--- config.mk ---
export PLATFORM = sky130hd
export DESIGN_NAME = boot_rom_bridge
export DESIGN_NICKNAME = d
export VERILOG_FILES = /design/src/rtl/boot_rom_pkg.sv /design/src/rtl/boot_rom_bridge.sv
export SDC_FILE = /design/constraint.sdc
export NUM_CORES = 1
export LEC_CHECK = 0
export ABC_CLOCK_PERIOD_IN_PS = 7100
export CAP_MARGIN = 30
export CORE_AREA = 2 2 129 131
export DETAILED_ROUTE_END_ITERATION = 8
export DIE_AREA = 0 0 131 133
export DONT_BUFFER_PORTS = 1
export HOLD_SLACK_MARGIN = 0.08
export PLACE_DENSITY = 0.8
export RECOVER_POWER = 100
export SYNTH_ARGS = -nofsm -noshare
export SYNTH_HDL_FRONTEND = slang
export SYNTH_SLANG_ARGS = --single-unit
--- constraint.sdc ---
create_clock -name clk_i -period 7.1 [get_ports clk_i]
set_input_delay 1.42 -clock clk_i [delete_from_list [all_inputs] [get_ports clk_i]]
set_output_delay 1.42 -clock clk_i [all_outputs]
set_load 0.1 [all_outputs]
--- src/rtl/boot_rom_pkg.sv ---
// Shared constants, state encoding and response record for the boot ROM bridge.
package boot_rom_pkg;

  localparam logic [63:0] BOOT_ROM_BASE  = 64'h1000;
  localparam int unsigned BOOT_ROM_BYTES = 32;
  // Width of the ID field carried in the response record; ID_WIDTH must not exceed it.
  localparam int unsigned BOOT_ROM_ID_W  = 4;

  typedef enum logic [1:0] {
    StIdle  = 2'd0,
    StRead  = 2'd1,
    StWresp = 2'd2
  } state_e;

  typedef struct packed {
    logic [63:0]              data;
    logic                     err;
    logic                     last;
    logic [BOOT_ROM_ID_W-1:0] id;
  } rom_rsp_t;

endpackage

--- src/rtl/boot_rom_bridge.sv ---
// Request/response front-end for the combinational 64-bit boot ROM: single or INCR burst
// reads with registered beats, backpressure and ID echo; writes and misses return errors.
module boot_rom_bridge
  import boot_rom_pkg::*;
#(
  parameter int unsigned ID_WIDTH  = BOOT_ROM_ID_W,
  parameter logic [63:0] ROM_BASE  = BOOT_ROM_BASE,
  parameter int unsigned ROM_BYTES = BOOT_ROM_BYTES
) (
  input  logic                clk_i,
  input  logic                rst_i,
  input  logic                req_valid_i,
  output logic                req_ready_o,
  input  logic [63:0]         req_addr_i,
  input  logic                req_we_i,
  input  logic [7:0]          req_len_i,
  input  logic [ID_WIDTH-1:0] req_id_i,
  output logic                rsp_valid_o,
  input  logic                rsp_ready_i,
  output logic [63:0]         rsp_data_o,
  output logic                rsp_err_o,
  output logic                rsp_last_o,
  output logic [ID_WIDTH-1:0] rsp_id_o,
  output logic [63:0]         rom_addr_o,
  input  logic [63:0]         rom_data_i
);

  state_e      state_q, state_d;
  logic [7:0]  cnt_q, cnt_d;
  logic [7:0]  len_q, len_d;
  logic [63:0] addr_q, addr_d;
  logic        wrap_q, wrap_d;
  rom_rsp_t    rsp_q, rsp_d;

  logic [64:0] addr_next;
  logic [63:0] req_base;
  logic        rsp_hs;
  logic        beat_ok;

  function automatic logic in_window(input logic [63:0] a);
    logic [64:0] lim;
    lim = {1'b0, ROM_BASE} + 65'(ROM_BYTES);
    return (a >= ROM_BASE) && ({1'b0, a} < lim);
  endfunction

  // Carry out of bit 63 marks a wrapped address, which is never inside the window.
  assign addr_next  = {1'b0, addr_q} + 65'd8;
  assign req_base   = req_addr_i & ~64'h7;
  assign rom_addr_o = (state_q == StIdle) ? req_base : addr_next[63:0];
  assign rsp_hs     = rsp_valid_o && rsp_ready_i;

  always_comb begin
    state_d = state_q;
    cnt_d   = cnt_q;
    len_d   = len_q;
    addr_d  = addr_q;
    wrap_d  = wrap_q;
    rsp_d   = rsp_q;
    beat_ok = 1'b0;
    unique case (state_q)
      StIdle: begin
        if (req_valid_i) begin
          len_d    = req_len_i;
          addr_d   = req_base;
          cnt_d    = 8'd0;
          wrap_d   = 1'b0;
          rsp_d.id = BOOT_ROM_ID_W'(req_id_i);
          if (req_we_i) begin
            rsp_d.data = 64'd0;
            rsp_d.err  = 1'b1;
            rsp_d.last = 1'b1;
            state_d    = StWresp;
          end else begin
            beat_ok    = in_window(req_base);
            rsp_d.data = beat_ok ? rom_data_i : 64'd0;
            rsp_d.err  = !beat_ok;
            rsp_d.last = (req_len_i == 8'd0);
            state_d    = StRead;
          end
        end
      end
      StRead: begin
        if (rsp_hs) begin
          if (cnt_q == len_q) begin
            state_d = StIdle;
          end else begin
            cnt_d      = cnt_q + 8'd1;
            addr_d     = addr_next[63:0];
            wrap_d     = wrap_q | addr_next[64];
            beat_ok    = in_window(addr_next[63:0]) && !wrap_d;
            rsp_d.data = beat_ok ? rom_data_i : 64'd0;
            rsp_d.err  = !beat_ok;
            rsp_d.last = (cnt_d == len_q);
          end
        end
      end
      StWresp: begin
        if (rsp_hs) state_d = StIdle;
      end
      default: state_d = StIdle;
    endcase
  end

  always_ff @(posedge clk_i or posedge rst_i) begin
    if (rst_i) begin
      state_q <= StIdle;
      cnt_q   <= 8'd0;
      len_q   <= 8'd0;
      addr_q  <= 64'd0;
      wrap_q  <= 1'b0;
      rsp_q   <= '0;
    end else begin
      state_q <= state_d;
      cnt_q   <= cnt_d;
      len_q   <= len_d;
      addr_q  <= addr_d;
      wrap_q  <= wrap_d;
      rsp_q   <= rsp_d;
    end
  end

  assign req_ready_o = (state_q == StIdle);
  assign rsp_valid_o = (state_q != StIdle);
  assign rsp_data_o  = rsp_q.data;
  assign rsp_err_o   = rsp_q.err;
  assign rsp_last_o  = rsp_q.last;
  assign rsp_id_o    = ID_WIDTH'(rsp_q.id);

endmodule

==> results.sh <==
export IMPL_status="finished with violations"
export IMPL_violations="max-capacitance violations, max-slew violations"
export IMPL_worst_pin_slew_ns=4.436
export IMPL_setup_tns_final_ns=0
export IMPL_fillCellCount=1340
export IMPL_cp_max_fo=16
export IMPL_portBuffers=0
export IMPL_track_usage=0.3818
export IMPL_drtIter0Drc=1054
export IMPL_place_gp_congestion=1.026
export IMPL_grt_max_degree=99
export IMPL_avgSynthCellArea_um2=7.804
export IMPL_critPathBufInv=1
export IMPL_min_delay_start="len_q[5]"
export IMPL_ant_nets=0
export IMPL_coreArea_um2=16170
export IMPL_area_growth_pct=9.939
export IMPL_routed_via_density=6.754
export IMPL_synth_simple_area_share=0.2409
export IMPL_finalMaxSlewViolations=321
export IMPL_synthMuxAreaShare=0.005283
export IMPL_cts_sinks=150
export IMPL_hp_class="register to register"
export IMPL_cts_buffer_depth=2
export IMPL_fp_dieH_um=133
export IMPL_ctsResizeCount=0
export IMPL_timing_fmax_ghz=0.1608
export IMPL_cp_top_family="simple AND/OR/NAND/NOR gates"
export IMPL_skew_ns=0.01311
export IMPL_grt_pass1_wl_mm=51.92
export IMPL_antenna_found_initial=0
export IMPL_cp_cell_sequence="nand4_1, or3_1, or4_1, nor3_1, xor2_1, nor2_1, nor2_2, clkbuf_1"
export IMPL_ios=281
export IMPL_grt_pass1_vias=9699
export IMPL_ys_async_sr_fraction=1.000
export IMPL_r2r_start="state_q[1]"
export IMPL_max_stage_delay_ns=0.88
export IMPL_seq_area_um2=3754
export IMPL_die_w_um=131
export IMPL_finalWirelength_mm=33.25
export IMPL_cts_tree="done"
export IMPL_drc=0
export IMPL_first_pass_iters=5
export IMPL_initial_core_util=0.6298
export IMPL_num_vias=10205
export IMPL_critPathLaunchType="register"
export IMPL_critPathKind="register to primary output"
export IMPL_slew_headroom=-1.973
export IMPL_synth_xor_area_frac=0.06106
export IMPL_final_cell_mix="nand2_1 (163), dfrtp_1 (150), o21ai_0 (129)"
export IMPL_die_area_um2=17420
export IMPL_postCtsSetupRepairBufs=0
export IMPL_design_area_um2=11200
export IMPL_synth_edf_count=0
export IMPL_arrival_ns=4.80
export IMPL_ys_warn_count=0
export IMPL_cts_root_buf="clkbuf_16"
export IMPL_wl_per_cell_um=22.00
export IMPL_multi_input_area_um2=5801
export IMPL_synth_seq_cells=150
export IMPL_cts_hold_fix_buffers=0
export IMPL_hold_viol=0
export IMPL_cp_required_ns=5.68
export IMPL_fin_crit_sh=0.8758
export IMPL_cts_buffers_inserted=17
export IMPL_grt_overflow_total=0
export IMPL_drv_cap=6
export IMPL_end_kind="primary output"
export IMPL_synthAdderAreaFrac=0.002457
export IMPL_period_needed_ns=6.218
export IMPL_htree_num_levels=4
export IMPL_ys_seq_area_frac=0.3686
export IMPL_finalSetupViolCount=0
export IMPL_holdWs_ns=0.5071
export IMPL_clk_pin_slew_ns=0.08
export IMPL_fin_nets=1425
export IMPL_crit_slowest_cell="clkbuf_1"
export IMPL_dp_hpwl_mm=23.63
export IMPL_diodes=0
export IMPL_synth_top_family_by_area="compound AO/OA/AOI/OAI gates"
export IMPL_layout_commonest_cell="nand2_1"
export IMPL_post_dp_cell_area_um2=10940
export IMPL_ys_flop_type="dfrtp_1"
export IMPL_startpoint="addr_q[3]"
export IMPL_rsz0062_at_grt="false"
export IMPL_syn_cell_area_um2=10180
export IMPL_ys_types=68
export IMPL_clkLatencyLatePin_ns=0.42
export IMPL_synthCells=1305
export IMPL_synth_compound_area_frac=0.2414
export IMPL_rows=47
export IMPL_drive_gt1_frac=0.1084
area by class of cell:
| class | count | share of cell area |
|---|---|---|
| inverter | 75 | 0.02537 |
| multi-input combinational | 960 | 0.5180 |
| clock inverter | 15 | 0.01810 |
| timing repair buffer | 74 | 0.04067 |
| clock buffer | 17 | 0.03799 |
| sequential | 150 | 0.3352 |
| tap | 220 | 0.02458 |
sequential cells by signal, summed over array words and instances (netlist names):
name and cells:
rsp_id_o 4, len_q 8, rsp_err_o 1, addr_q 61
rsp_last_o 1, state_q 2, cnt_q 8, wrap_q 1
rsp_data_o 64
cell usage after synthesis (6+ instances only):
library cell	count	area, um2
o221a_2	6	67.56
o21ai_1	60	300.3
xnor2_1	46	402.9
o31ai_1	6	45.04
nor2_1	111	416.7
or4_1	17	127.6
clkbuf_1	91	341.6
o21ai_0	87	435.4
nand4_1	36	225.2
a211oi_1	6	45.04
nor3_1	24	120.1
o22ai_1	17	106.4
and3_1	15	93.84
inv_1	73	274.0
dfrtp_1	150	3754
xor2_1	25	219.0
or2_2	6	37.54
o21a_1	6	45.04
a32oi_1	66	578.1
nand3_1	45	225.2
and4_1	11	96.34
nand2_1	163	611.8
a31oi_1	12	75.07
nor4_1	37	231.5
and2_1	6	37.54
a21oi_1	64	320.3
buf_2	14	70.07
buf_1	6	22.52
or3_1	7	43.79
o21ai_2	17	148.9
worst paths after layout:
kind | endpoint | slack (ns) | depth (start not counted)
worst max-delay path | rom_addr_o[60] | 0.88 | 8
worst min-delay path | len_q[5] | 0.51 | 2
worst max register to register | addr_q[33] | 1.68 | 8
worst min register to register | len_q[5] | 0.51 | 2
max in group asynchronous | rsp_data_o[3] | 2.27 | 2
min in group asynchronous | rsp_data_o[54] | 2.21 | 1
per-stage QoR:
step | util | std cells | setup WS [ns]
global placement | 0.6525 | 1454 | 1.729
floorplan | - | 1307 | 1.390
CTS | 0.7151 | 1510 | 1.562
global route | 0.6924 | 1511 | 0.6906
finish | 0.6924 | 1511 | 0.8815
detailed placement | 0.6763 | 1478 | 2.026
worst register-to-register path, stage by stage (launching register included):
cell	delay [ns]
dfrtp_1	0.45
or2_0	0.22
clkinvlp_2	0.73
and2_0	0.54
nor2_1	2.20
buf_4	0.70
nor3_1	0.12
o21ai_0	0.18
o221a_2	0.19
kinds of logic after synthesis:
| kind of cell | count (synthesis) |
|---|---|
| simple gates | 499 |
| compound gates | 380 |
| xor+xnor | 71 |
| buf+inv | 197 |
| other cells | 1 |
| flops | 150 |
| fa+ha+maj | 2 |
| mux | 5 |
metal layers:
layer  vias up  global-route usage  part of all wire
li1       4672                   -                 -
met1      4797              0.5030              0.38
met2       640              0.6088              0.47
met3        96             0.08694              0.11
met4         0              0.1531             0.041
met5         -                   0                 0
Power is not shown: default switching activity piles up to over one toggle a cycle in this logic, so the estimate is an artifact.
